<file path="src/rtl/legv8_ctrl_pkg.sv">
// legv8_ctrl_pkg: opcode/ALUOp constants, state and opcode-class enums for the LEGv8 main control
package legv8_ctrl_pkg;
  localparam logic [10:0] OP_ADD  = 11'b10001011000;
  localparam logic [10:0] OP_SUB  = 11'b11001011000;
  localparam logic [10:0] OP_AND  = 11'b10001010000;
  localparam logic [10:0] OP_ORR  = 11'b10101010000;
  localparam logic [10:0] OP_LDUR = 11'b11111000010;
  localparam logic [10:0] OP_STUR = 11'b11111000000;
  localparam logic [7:0]  OP_CBZ_PFX = 8'b10110100;
  localparam logic [5:0]  OP_B_PFX   = 6'b000101;
  localparam logic [1:0] ALUOP_MEM = 2'b00;
  localparam logic [1:0] ALUOP_CBZ = 2'b01;
  localparam logic [1:0] ALUOP_R   = 2'b10;
  typedef enum logic [3:0] {
    S_IDLE, S_FETCH, S_DECODE, S_EX_R, S_WB_R, S_EX_ADDR,
    S_MEM_RD, S_WB_LD, S_MEM_WR, S_BR_CBZ, S_BR_B
  } state_e;
  typedef enum logic [2:0] {CLS_R, CLS_LD, CLS_ST, CLS_CBZ, CLS_B, CLS_ILL} op_class_e;
endpackage

</file>
<file path="src/rtl/legv8_opcode_class.sv">
// legv8_opcode_class: combinational classifier of inst[31:21] into instruction classes
module legv8_opcode_class
  import legv8_ctrl_pkg::*;
(
  input  logic [10:0] op_i,
  output op_class_e   cls_o
);
  always_comb
    cls_o = (op_i inside {OP_ADD, OP_SUB, OP_AND, OP_ORR}) ? CLS_R   :
            (op_i == OP_LDUR)                              ? CLS_LD  :
            (op_i == OP_STUR)                              ? CLS_ST  :
            (op_i[10:3] == OP_CBZ_PFX)                     ? CLS_CBZ :
            (op_i[10:5] == OP_B_PFX)                       ? CLS_B   : CLS_ILL;
endmodule

</file>
<file path="src/rtl/legv8_main_control.sv">
// legv8_main_control: multi-cycle LEGv8 control FSM with Moore level outputs and Mealy strobes
module legv8_main_control
  import legv8_ctrl_pkg::*;
#(
  parameter int OPCODE_W = 11,
  parameter int ALUOP_W  = 2
) (
  input  logic                clk,
  input  logic                reset_n,
  input  logic [OPCODE_W-1:0] inst31_21,
  input  logic                zero,
  input  logic                mem_ready,
  output logic                mem_req,
  output logic                mem_we,
  output logic [ALUOP_W-1:0]  ALUOp,
  output logic                Reg2Loc,
  output logic                ALUSrc,
  output logic                MemtoReg,
  output logic                RegWrite,
  output logic                ir_write,
  output logic                pc_write,
  output logic                pc_src,
  output logic                illegal_op
);
  state_e    state_q, state_d;
  op_class_e cls;
  legv8_opcode_class u_cls (.op_i(inst31_21), .cls_o(cls));
  always_ff @(posedge clk or negedge reset_n)
    if (!reset_n) state_q <= S_IDLE;
    else          state_q <= state_d;
  // EX_ADDR re-reads the classifier: the IR is stable from DECODE onward
  always_comb begin
    state_d    = S_IDLE;
    mem_req    = 1'b0;
    mem_we     = 1'b0;
    ALUOp      = ALUOP_MEM;
    Reg2Loc    = 1'b0;
    ALUSrc     = 1'b0;
    MemtoReg   = 1'b0;
    RegWrite   = 1'b0;
    ir_write   = 1'b0;
    pc_write   = 1'b0;
    pc_src     = 1'b0;
    illegal_op = 1'b0;
    case (state_q)
      S_IDLE: state_d = S_FETCH;
      S_FETCH: begin
        mem_req  = 1'b1;
        ir_write = mem_ready;
        pc_write = mem_ready;
        state_d  = mem_ready ? S_DECODE : S_FETCH;
      end
      S_DECODE: begin
        illegal_op = cls == CLS_ILL;
        state_d    = (cls == CLS_R)                    ? S_EX_R    :
                     (cls == CLS_LD || cls == CLS_ST)  ? S_EX_ADDR :
                     (cls == CLS_CBZ)                  ? S_BR_CBZ  :
                     (cls == CLS_B)                    ? S_BR_B    : S_FETCH;
      end
      S_EX_R: begin
        ALUOp   = ALUOP_R;
        state_d = S_WB_R;
      end
      S_WB_R: begin
        ALUOp    = ALUOP_R;
        RegWrite = 1'b1;
        state_d  = S_FETCH;
      end
      S_EX_ADDR: begin
        ALUSrc  = 1'b1;
        Reg2Loc = cls == CLS_ST;
        state_d = (cls == CLS_ST) ? S_MEM_WR : S_MEM_RD;
      end
      S_MEM_RD: begin
        mem_req = 1'b1;
        ALUSrc  = 1'b1;
        state_d = mem_ready ? S_WB_LD : S_MEM_RD;
      end
      S_WB_LD: begin
        RegWrite = 1'b1;
        MemtoReg = 1'b1;
        state_d  = S_FETCH;
      end
      S_MEM_WR: begin
        mem_req = 1'b1;
        mem_we  = 1'b1;
        Reg2Loc = 1'b1;
        state_d = mem_ready ? S_FETCH : S_MEM_WR;
      end
      S_BR_CBZ: begin
        ALUOp    = ALUOP_CBZ;
        Reg2Loc  = 1'b1;
        pc_write = zero;
        pc_src   = 1'b1;
        state_d  = S_FETCH;
      end
      S_BR_B: begin
        pc_write = 1'b1;
        pc_src   = 1'b1;
        state_d  = S_FETCH;
      end
      default: state_d = S_IDLE;
    endcase
  end
endmodule

</file>
<file path="config.mk">
export PLATFORM = sky130hd
export DESIGN_NAME = legv8_main_control
export DESIGN_NICKNAME = d
export VERILOG_FILES = /design/src/rtl/legv8_ctrl_pkg.sv /design/src/rtl/legv8_opcode_class.sv /design/src/rtl/legv8_main_control.sv
export SDC_FILE = /design/constraint.sdc
export NUM_CORES = 1
export LEC_CHECK = 0
export BUFFER_PORTS_ARGS = -buffer_cell sky130_fd_sc_hd__buf_2
export CAP_MARGIN = 20
export CORE_MARGIN = 5
export CORE_UTILIZATION = 25
export CTS_CLUSTER_DIAMETER = 40
export DETAILED_ROUTE_END_ITERATION = 6
export GPL_TIMING_DRIVEN = 0
export PLACE_DENSITY = 0.61
export SLEW_MARGIN = 25
export SYNTH_ARGS = -nofsm -noshare
export SYNTH_HDL_FRONTEND = slang
export SYNTH_SLANG_ARGS = --single-unit
</file>
<file path="constraint.sdc">
create_clock -name clk -period 1.28 [get_ports clk]
set_input_delay 0 -clock clk [delete_from_list [all_inputs] [get_ports clk]]
set_output_delay 0 -clock clk [all_outputs]
set_load 0.05 [all_outputs]
</file>
==> results of run 1 <==
power groups by stage:
stage	Combinational (W)	Clock, W	Sequential [W]
global placement	0.00117	0	0.000178
detailed placement	0.00118	0	0.000182
global route	0.00207	0.000174	0.000197
finish	0.00198	0.000156	0.000195
floorplan	0.000967	0	0.000176
CTS	0.00166	0.000158	0.000190
worst paths after layout:
kind	startpoint	to	slack (ns)	cells after the start
setup / recovery	state_q[2]	mem_req	-0.26	5
hold / removal	reset_n	state_q[0]	0.1	2
setup reg to reg	state_q[2]	state_q[3]	-0.21	6
hold reg to reg	state_q[2]	state_q[0]	0.69	3
max in group asynchronous	reset_n	state_q[3]	1.05	2
min in group clk	inst31_21[8]	state_q[3]	0.19	3
final cells by class:
class                           instances  share of cell area [%]
Inverter                                3                   0.990
Multi-Input combinational cell         58                    47.6
Tap cell                               27                    2.97
Timing Repair Buffer                   47                    34.5
Clock buffer                            3                    1.98
Buffer                                  3                    2.97
Sequential cell                         4                    8.91
through the flow:
step                worst slack, ns  util [%]  TNS (ns)  instances  hold WS, ns
floorplan                    -0.200         -     -1.34         68       -0.296
global placement             -0.322      39.0     -1.66        121       -0.196
detailed placement           -0.353      39.0     -1.78        121       -0.191
CTS                          -0.239      54.0     -1.45        138       0.0911
global route                 -0.302      59.8     -2.70        145        0.110
finish                       -0.256      59.8     -1.94        145       0.0990
cells by family after synthesis:
kind of cell	count (synthesis)	share of synthesized area [%]
AND/OR/NAND/NOR	38	45.5
buffers and inverters	6	5.43
flip-flops	4	20.7
AO/OA/AOI/OAI	19	26.4
multiplexers	1	2.07
cells in the mapped netlist, types with 3 or more instances:
cell type,number
sky130_fd_sc_hd__a21oi_1,5
sky130_fd_sc_hd__buf_2,3
sky130_fd_sc_hd__dfrtp_1,4
sky130_fd_sc_hd__inv_1,3
sky130_fd_sc_hd__nand2_1,7
sky130_fd_sc_hd__nand2b_1,3
sky130_fd_sc_hd__nor2_1,10
sky130_fd_sc_hd__nor2b_1,3
sky130_fd_sc_hd__o21ai_0,3
layer usage:
layer	up-vias	routed length [um]	global-route usage (%)
met3	2	120	2.77
met2	21	1290	29.0
li1	353	-	-
met4	0	10	3.73
met1	361	941	15.7
met5	-	0	0
placed cells by master (no fill, tap or decap), types with 3 or more instances in the layout:
cell type                  Yosys  final
sky130_fd_sc_hd__buf_4         0     14
sky130_fd_sc_hd__nor2_2        0      3
sky130_fd_sc_hd__buf_6         0     17
sky130_fd_sc_hd__buf_8         0      3
sky130_fd_sc_hd__nand2_1       7      6
sky130_fd_sc_hd__nor2_1       10      5
sky130_fd_sc_hd__nand2b_4      0      4
sky130_fd_sc_hd__clkbuf_4      0      3
sky130_fd_sc_hd__buf_2         3     15
sky130_fd_sc_hd__dfrtp_1       4      3
critical path, delay by kind of cell (launching register included):
family	cells	cell delay, ns
and+or+nand+nor	2	0.54
AOI/OAI and AO/OA	1	0.09
DFF	1	0.37
buffers and inverters	2	0.30
what timing repair did:
action | in CTS | in global routing
gates cloned | 0 | 1
setup buffers | 13 | 7
hold endpoints to repair | 4 | 0
endpoints found under the setup margin | 16 | 16
resized for setup | 46 | 15
pin swaps | 5 | 5
hold buffers | 1 | 0
==> out/results.ini, run 1 <==
[pwr]
ir_worst_vdd_v=0.000967
p_int_w=0.00116
power.share.switching_pct=50.2
clkPwrFrac_pct=6.7
share_seq_of_total_power_pct=8.4
power.leakage_nw=0.509
power_frac_comb_pct=85.0
net-switching-power_w=0.00117
power.total_w=0.00233
cellPowerDensity_mw_per_mm2=2050

[sta]
max-slew-margin-rel_pct=72.3
finalHoldViolCount=0
final_critical_path_setup_slack_ns=-0.256
grt_setup_unrepaired=true
setup_viol_count_final=15
finalClockSkew_ns=0.00380
tmin_final_ns=1.54
max_freq_ghz=0.651
timing.final.crit_share_pct=120
finalMaxSlewViolations=0
slew_at_the_pin_closest_to_its_max_slew_limit_ns=0.411

[synthesis]
ys_ff_latch=4
asyncSetResetFlopFracSynth_pct=100
synth.largest_area_cell=sky130_fd_sc_hd__dfrtp_1
share_of_synthesized_area_occupied_by_flip_flops_and_latches_pct=20.7
synth_cells=68
yosys-top-cells-area=sky130_fd_sc_hd__dfrtp_1, sky130_fd_sc_hd__nor2_1, sky130_fd_sc_hd__nand2_1
post_synth_edffs=0
synth.lib_cells_used.distinct=31
synth_top_flop_cell=sky130_fd_sc_hd__dfrtp_1
syn_avg_cell_area_um2=7.12
synth_top_area_share_pct=20.7
yosysWarnings=0
mappedNetlistArea_um2=484
synth_fp_nets=83

[floorplan]
die_height_um=54.0
placementRows=16
chipWidth_um=54.0
number_of_placed_i_o_pins=27
core_region_area_mm2=0.00190
initial_utilization_pct=25.5
die_area_mm2=0.00292

[place]
dp_hpwl_mm=1.25
place.port_buffers=26
placement.cell_area_um2=742
routabilityCongestion=0.781

[routing]
wirelength_mm=2.36
vias=737
wire_per_inst_um=16.3
initialDrtViolationCount=10
dr.pass1.iters=4
routed_via_density=5.08
postRouteAntennaNets=0
drt_drc_violations_left=0

[setup_path]
slowest_delay_ns=0.40
cp.arrival_ns=1.54
cpMaxStageDelayCell=sky130_fd_sc_hd__or3_4
start_kind=flip-flop
cp_cell_sequence=buf_6 > nand2b_4 > or3_4 > o21ai_4 > buf_8
worst_endpoint_required_time_ns=1.28
critical_path_peak_fanout=5
timing_worst_setup_path_type=flip-flop to output port
cp-end-kind=output port

[clock_tree]
tritoncts=done
cts.root.buffer_cell=sky130_fd_sc_hd__clkbuf_4
worstSkewPairLatency_ns=0.23
cts.clk_slew.worst_paths_ns=0.04
numCtsBuffers=3
clock_tree.buffer_depth=2
cts.sinks=4
clock_tree.htree_level_count=1

[final_layout]
antenna-diode-count=0
max_flop_register=state_q
seq_area_um2=101
flow.area_growth_from_synthesis_pct=135
multi_input_comb_area_um2=542
largest_reg_flops=4
finish.instance_area_mm2=0.00114
nets=135
layout.filler_cells=152
largestRegisters=state_q (4)
share_of_post_route_cells_with_drive_strength_above_1_pct=68.6

[global_route]
overflow=0
grt_usage_pct=14.7
antenna_found_initial=0
grt_first_pass_wirelength_mm=3.19
grt_max_degree=11
vias_in_the_first_global_route=755

[job]
timing.max_cap.violations=0

[status]
run_status=finished, violations left
failing_checks=negative setup slack

[worst_hold_path]
hold_path.class=input pin to async pin

Note: power is estimated with default switching activity, not from simulation.
==> run 2: changes to the inputs <==
--- a/config.mk
+++ b/config.mk
@@ -13,6 +13,7 @@
 export DETAILED_ROUTE_END_ITERATION = 6
 export GPL_TIMING_DRIVEN = 0
 export PLACE_DENSITY = 0.61
+export SKIP_CTS_REPAIR_TIMING = 1
 export SLEW_MARGIN = 25
 export SYNTH_ARGS = -nofsm -noshare
 export SYNTH_HDL_FRONTEND = slang
==> run 2 against run 1 <==
The flow still finishes with violations (negative setup slack). Count of clock-buffer cells in the layout stayed put. Register-to-register slack better by 0.07 ns. First-iteration DRC count is 40% lower. Fmax is 1.2% lower. Critical endpoint is now pc_write. Sequential share of layout area is 0.81 points higher. Largest cell class unchanged. Worst setup slack worse by 0.019 ns. Core utilization is 5.0 points lower. Combinational power is 7% lower. Die area stayed put. Sequential cell count stayed put.
==> out/results.ini, run 2 (synthesis gave the netlist of run 1 again) <==
[sta]
timing.final.crit_share_pct=121  ; +1.5 points
grt_setup_unrepaired=true
max-slew-margin-rel_pct=72.2  ; -0.11 points
finalClockSkew_ns=0.00904  ; +0.00524 ns
finalMaxSlewViolations=0  ; unchanged
setup_viol_count_final=15  ; unchanged
finalHoldViolCount=0  ; unchanged
max_freq_ghz=0.643  ; -1.2%
hold-worst-slack_ns=0.0877  ; -0.0112 ns
final_critical_path_setup_slack_ns=-0.275  ; -0.0194 ns
tmin_final_ns=1.55  ; +0.0194 ns
slew_at_the_pin_closest_to_its_max_slew_limit_ns=0.413  ; +0.00166 ns

[routing]
dr_wl_met2_mm=1.07  ; -17%
top_layer_used=met3
initialDrtViolationCount=6  ; -4
dr.pass1.iters=6  ; +2
drt_drc_violations_left=0  ; unchanged
vias=720  ; -2.3%
wire_per_inst_um=14.9  ; -8.7%
wl_met3_um=182  ; +52%
wirelength_mm=2.10  ; -11%
routed_via_density=5.11  ; +0.46%
postRouteAntennaNets=0  ; unchanged
met1Wirelength_um=845  ; -10%

[clock_tree]
cts.root.buffer_cell=sky130_fd_sc_hd__clkbuf_4
clock_tree.buffer_depth=2  ; unchanged
worstSkewPairLatency_ns=0.25  ; +0.02 ns
cts.sinks=4  ; unchanged
tritoncts=done
clock_tree.htree_level_count=1  ; unchanged
cts.clk_slew.worst_paths_ns=0.04  ; about the same
numCtsBuffers=3  ; unchanged

[global_route]
vias_in_the_first_global_route=586  ; -22%
overflow=0  ; unchanged
grt_first_pass_wirelength_mm=2.49  ; -22%
grt_usage_pct=11.3  ; -3.4 points
antenna_found_initial=0  ; unchanged
grt_max_degree=11  ; unchanged

[setup_path]
cp.arrival_ns=1.55  ; about the same
timing.rr.start=state_q[2]
cpMaxStageDelayCell=sky130_fd_sc_hd__dfrtp_1
cp-end-kind=output port
critical_path_launch_point=state_q[0]
slowest_delay_ns=0.38  ; -0.02 ns
start_kind=flip-flop
path_delay_family=flip-flops
worst_endpoint_required_time_ns=1.28  ; about the same
critical_path_peak_fanout=5  ; unchanged
worst_path_most_repeated_cell=sky130_fd_sc_hd__buf_6
timing_worst_setup_path_type=flip-flop to output port
cp_cell_sequence=buf_6 > nor2b_4 > nand2_2 > a311oi_4 > buf_6
crit_path_buffers_inverters=2  ; unchanged

[final_layout]
most_frequent_cells_in_the_layout=sky130_fd_sc_hd__buf_2, sky130_fd_sc_hd__buf_6, sky130_fd_sc_hd__buf_4
largestRegisters=state_q (4)
layout.cells.non_filler=141  ; -2.8%
share_of_post_route_cells_with_drive_strength_above_1_pct=63.2  ; -5.5 points
max_flop_register=state_q
antenna-diode-count=0  ; unchanged
finish.instance_area_mm2=0.00104  ; -8.4%
largest_reg_flops=4  ; unchanged
layout.cells.most_common=sky130_fd_sc_hd__buf_2
flow.area_growth_from_synthesis_pct=115
nets=131  ; -3.0%

[pwr]
p_int_w=0.00109  ; -5.5%
share_seq_of_total_power_pct=9.1  ; +0.7 points
power.leakage_nw=0.483  ; -5.1%
net-switching-power_w=0.00111  ; -5.3%
power.total_w=0.00220  ; -5.4%
clkPwrFrac_pct=7.5  ; +0.8 points
cellPowerDensity_mw_per_mm2=2110  ; +3.2%
power.share.switching_pct=50.3  ; +0.056 points
power_frac_comb_pct=83.4  ; -1.6 points
ir_worst_vdd_v=0.000841  ; -13%

[status]
run_status=finished, violations left
failing_checks=negative setup slack

[floorplan]
chipWidth_um=54.0  ; unchanged
placementRows=16  ; unchanged
die_height_um=54.0  ; unchanged
core_region_area_mm2=0.00190  ; unchanged
number_of_placed_i_o_pins=27  ; unchanged
die_area_mm2=0.00292  ; unchanged
initial_utilization_pct=25.5  ; unchanged

[worst_hold_path]
hold_path.class=input pin to async pin

[place]
routabilityCongestion=0.781  ; unchanged
placement.cell_area_um2=742  ; unchanged
dp_hpwl_mm=1.25  ; unchanged
post-place-cells=121  ; unchanged
place.port_buffers=26  ; unchanged

[job]
timing.max_cap.violations=0  ; unchanged

==> run 2: worst reg2reg max path, cell delays in order (launching register included) <==
cell and delay, ns:
sky130_fd_sc_hd__dfrtp_1 0.36, sky130_fd_sc_hd__buf_6 0.13, sky130_fd_sc_hd__nand2b_4 0.14, sky130_fd_sc_hd__or3_4 0.41, sky130_fd_sc_hd__o32ai_1 0.15, sky130_fd_sc_hd__a31o_1 0.15
==> run 2: routing by layer <==
metal	vias to the layer above	GRT usage, %
met3	0	2.49
li1	344	-
met4	0	2.49
met5	-	0
met1	335	14.8
met2	41	19.0
==> run 2: layout make-up <==
| class | count | area [um2] |
|---|---|---|
| Inverter | 3 | 11.3 |
| Timing Repair Buffer | 43 | 334 |
| Sequential cell | 4 | 101 |
| Tap cell | 27 | 33.8 |
| Fill cell | 168 | 860 |
| Clock buffer | 3 | 22.5 |
| Multi-Input combinational cell | 58 | 505 |
| Buffer | 3 | 33.8 |
==> run 2: path summary, 6_finish.rpt <==
check | slack, ns | cells past startpoint | end
worst max-delay path | -0.27 | 5 | pc_write
worst min-delay path | 0.09 | 2 | state_q[0]
worst max register to register | -0.14 | 5 | state_q[3]
worst min register to register | 0.67 | 3 | state_q[0]
max in group asynchronous | 1.05 | 2 | state_q[3]
min in group clk | 0.17 | 3 | state_q[3]
==> run 2: metrics by stage <==
stage / TNS, ns / worst slack, ns / utilization (%)
after floorplan: -1.34 / -0.200 / -
after global placement: -1.66 / -0.322 / 39.0
after detailed placement: -1.78 / -0.353 / 39.0
after CTS: -4.35 / -0.560 / 40.2
after global routing: -2.83 / -0.302 / 54.8
final: -2.16 / -0.275 / 54.8
==> run 2: power by group through the flow <==
stage	clock network [W]	logic (W)	registers (W)
6_report	0.000165	0.00184	0.000201
5_1_grt	0.000168	0.00192	0.000203
4_1_cts	0.000158	0.00118	0.000180
3_5_place_dp	0	0.00118	0.000182
3_3_place_gp	0	0.00117	0.000178
2_1_floorplan	0	0.000967	0.000176
==> run 3: changes to the inputs <==
--- a/config.mk
+++ b/config.mk
@@ -12,9 +12,11 @@
 export CTS_CLUSTER_DIAMETER = 40
 export DETAILED_ROUTE_END_ITERATION = 6
 export GPL_TIMING_DRIVEN = 0
-export PLACE_DENSITY = 0.61
+export PLACE_DENSITY = 0.58
+export SETUP_SLACK_MARGIN = 0.3
 export SKIP_CTS_REPAIR_TIMING = 1
 export SLEW_MARGIN = 25
 export SYNTH_ARGS = -nofsm -noshare
 export SYNTH_HDL_FRONTEND = slang
+export SYNTH_HIERARCHICAL = 1
 export SYNTH_SLANG_ARGS = --single-unit
==> run 3 against run 2 <==
The flow still finishes with violations (negative setup slack). Cell count is 8.5% higher. Fmax is 19% lower. Synthesized area is 26% higher. Count of clock-buffer cells in the layout stayed put. Combinational power hardly changed. Core utilization is 0.65 points lower. Via count is 13% higher. Worst setup slack worse by 0.36 ns. Highest routed layer unchanged. Critical endpoint is now Reg2Loc. Critical path type is now input pin to output port.
==> out/results.ini, run 3 <==
[status]
run_status=finished, violations left
failing_checks=negative setup slack

[setup_path]
cp.arrival_ns=1.92  ; +0.37 ns
worst_endpoint_required_time_ns=1.28  ; about the same
timing_worst_setup_path_type=input pin to output port
start_kind=input pin
crit_path_buffers_inverters=3  ; +1
cp-end-kind=output port
path_delay_family=simple AND/OR/NAND/NOR gates
slowest_delay_ns=0.56  ; +0.18 ns
cp_cell_sequence=buf_6 > or4_4 > a2111oi_4 > buf_4 > nor3_4 > nor3b_2 > nand3_2 > o21ai_4 > buf_6
cpMaxStageDelayCell=sky130_fd_sc_hd__or4_4
critical_path_peak_fanout=5  ; unchanged
worst_path_most_repeated_cell=sky130_fd_sc_hd__buf_6

[pwr]
power.share.switching_pct=46.5  ; -3.8 points
ir_worst_vdd_v=0.00112  ; +33%
cellPowerDensity_mw_per_mm2=1710  ; -19%
power_frac_comb_pct=82.7  ; -0.7 points
p_int_w=0.00119  ; +9.0%
net-switching-power_w=0.00104  ; -6.3%
clkPwrFrac_pct=6.7  ; -0.8 points
share_seq_of_total_power_pct=10.6  ; +1.5 points
power.leakage_nw=0.510  ; +5.6%

[routing]
dr.pass1.iters=4  ; -2
initialDrtViolationCount=14  ; +8
drt_drc_violations_left=0  ; unchanged
vias=810  ; +13%
wire_per_inst_um=14.4  ; -3.4%
postRouteAntennaNets=0  ; unchanged
routed_via_density=5.29  ; +3.7%
wirelength_mm=2.20  ; +4.8%

[sta]
finalHoldViolCount=0  ; unchanged
slew_at_the_pin_closest_to_its_max_slew_limit_ns=0.582  ; +0.169 ns
grt_setup_unrepaired=true
final_critical_path_setup_slack_ns=-0.638  ; -0.363 ns
setup_viol_count_final=13  ; -2
finalMaxSlewViolations=0  ; unchanged
max-slew-margin-rel_pct=60.7  ; -12 points
finalClockSkew_ns=0.00242  ; -0.00662 ns
max_freq_ghz=0.521  ; -19%
hold-worst-slack_ns=0.103  ; +0.0154 ns
tmin_final_ns=1.92  ; +0.363 ns
timing.final.crit_share_pct=150  ; +28 points

[synthesis]
asyncSetResetFlopFracSynth_pct=100  ; unchanged
post_synth_mux_area_share_pct=1.84  ; -0.23 points
synth_top_area_share_pct=16.4  ; -4.3 points
synth.lib_cells_used.distinct=39  ; +26%
share_of_synthesized_area_occupied_by_flip_flops_and_latches_pct=16.4  ; -4.3 points
synth-adder-area-share_pct=0  ; unchanged
yosys-top-cells-area=sky130_fd_sc_hd__dfrtp_1, sky130_fd_sc_hd__nand2b_1, sky130_fd_sc_hd__a2111oi_4
synth.top_cells.by_count=sky130_fd_sc_hd__nor2_1, sky130_fd_sc_hd__a21oi_1, sky130_fd_sc_hd__nand2_1, sky130_fd_sc_hd__nand2b_1, sky130_fd_sc_hd__o21ai_1
post_synth_edffs=0  ; unchanged
synth-compound-area-share_pct=25.2  ; -1.2 points
synth.largest_area_cell=sky130_fd_sc_hd__dfrtp_1
synth_cells=77  ; +13%
syn_avg_cell_area_um2=7.95  ; +12%
synth_fp_nets=92  ; +11%
synthXorXnorAreaFrac_pct=1.43  ; +1.4 points
synth_top_flop_cell=sky130_fd_sc_hd__dfrtp_1
synthSimpleGateAreaFrac_pct=49.1  ; +3.6 points
synth_most_common_cell=sky130_fd_sc_hd__nor2_1
mappedNetlistArea_um2=612  ; +26%
ys_ff_latch=4  ; unchanged
yosysWarnings=6  ; +6
synth_top_family_by_area=simple AND/OR/NAND/NOR gates

[clock_tree]
numCtsBuffers=3  ; unchanged
tritoncts=done
cts.sinks=4  ; unchanged
clock_tree.htree_level_count=1  ; unchanged
cts.root.buffer_cell=sky130_fd_sc_hd__clkbuf_4
worstSkewPairLatency_ns=0.23  ; -0.02 ns
clock_tree.buffer_depth=2  ; unchanged
cts.clk_slew.worst_paths_ns=0.04  ; about the same

[place]
place.port_buffers=26  ; unchanged
dp_hpwl_mm=1.50  ; +19%
routabilityCongestion=0.749  ; -4.0%
pre_cts_ws_ns=-0.639  ; -0.287 ns

[floorplan]
initial_utilization_pct=25.4  ; -0.071 points
placementRows=18  ; +2
core_region_area_mm2=0.00241  ; +27%
chipWidth_um=59.5  ; +10%
number_of_placed_i_o_pins=27  ; unchanged
die_height_um=59.5  ; +10%
die_area_mm2=0.00354  ; +21%

[global_route]
grt_first_pass_wirelength_mm=3.02  ; +21%
grt_max_degree=11  ; unchanged
grt_usage_pct=10.8  ; -0.53 points
antenna_found_initial=0  ; unchanged
overflow=0  ; unchanged
vias_in_the_first_global_route=723  ; +23%

[final_layout]
antenna-diode-count=0  ; unchanged
nets=140  ; +6.9%
largestRegisters=state_q (4)
max_flop_register=state_q
most_frequent_cells_in_the_layout=sky130_fd_sc_hd__buf_6, sky130_fd_sc_hd__buf_2, sky130_fd_sc_hd__buf_4
share_of_post_route_cells_with_drive_strength_above_1_pct=72.4  ; +9.2 points
layout.cells.most_common=sky130_fd_sc_hd__buf_6
largest_reg_flops=4  ; unchanged
flow.area_growth_from_synthesis_pct=113

[job]
timing.max_cap.violations=0  ; unchanged

[worst_hold_path]
hold_path.class=input pin to async pin

## run 3: stage by stage
step	setup TNS, ns	cells	power (W)	area, um2	util, %
3_3_place_gp	-2.96	133	0.00153	941	39.0
2_1_floorplan	-1.81	77	0.00131	773	-
6_report	-3.65	153	0.00223	1310	54.2
5_1_grt	-4.42	153	0.00234	1310	54.2
3_5_place_dp	-3.14	133	0.00155	941	39.0
4_1_cts	-4.16	136	0.00171	963	40.0
## run 3: logic make-up after synthesis
kind of cell | Yosys count
XOR/XNOR | 1
flip-flops | 4
buffers and inverters | 6
AND/OR/NAND/NOR | 45
multiplexers | 1
AO/OA/AOI/OAI | 20
## run 3: path summary, 6_finish.rpt
check                           cells past startpoint  slack, ns          to          from
worst min register to register                      2       0.74  state_q[3]    state_q[2]
min in group clk                                    2       0.10  state_q[3]     mem_ready
worst max register to register                      5      -0.08  state_q[0]    state_q[1]
max in group asynchronous                           2       1.05  state_q[3]       reset_n
worst max-delay path                                9      -0.64     Reg2Loc  inst31_21[1]
worst min-delay path                                2       0.10  state_q[0]       reset_n
## run 3: power groups by stage
stage          Sequential, W  Combinational (W)  Clock, W
5_1_grt             0.000247            0.00193  0.000164
4_1_cts             0.000239            0.00131  0.000158
6_report            0.000237            0.00184  0.000149
3_3_place_gp        0.000240            0.00129         0
3_5_place_dp        0.000240            0.00131         0
2_1_floorplan       0.000225            0.00108         0
## run 3: cell type report
cell class                 instances  area (um2)
timing repair buffer              43         397
sequential                         4         105
buffer                             5        60.1
multi-input combinational         67         676
inverter                           1        7.51
clock buffer                       3        22.5
tap                               30        37.5
fill                             209        1100
## run 3: metal layers
metal / up-vias / track usage [%] / wire (um)
met3: 0 / 2.40 / 126
li1: 395 / - / -
met1: 386 / 12.9 / 855
met4: 0 / 2.91 / 0
met2: 29 / 19.2 / 1210
met5: - / 0 / 0
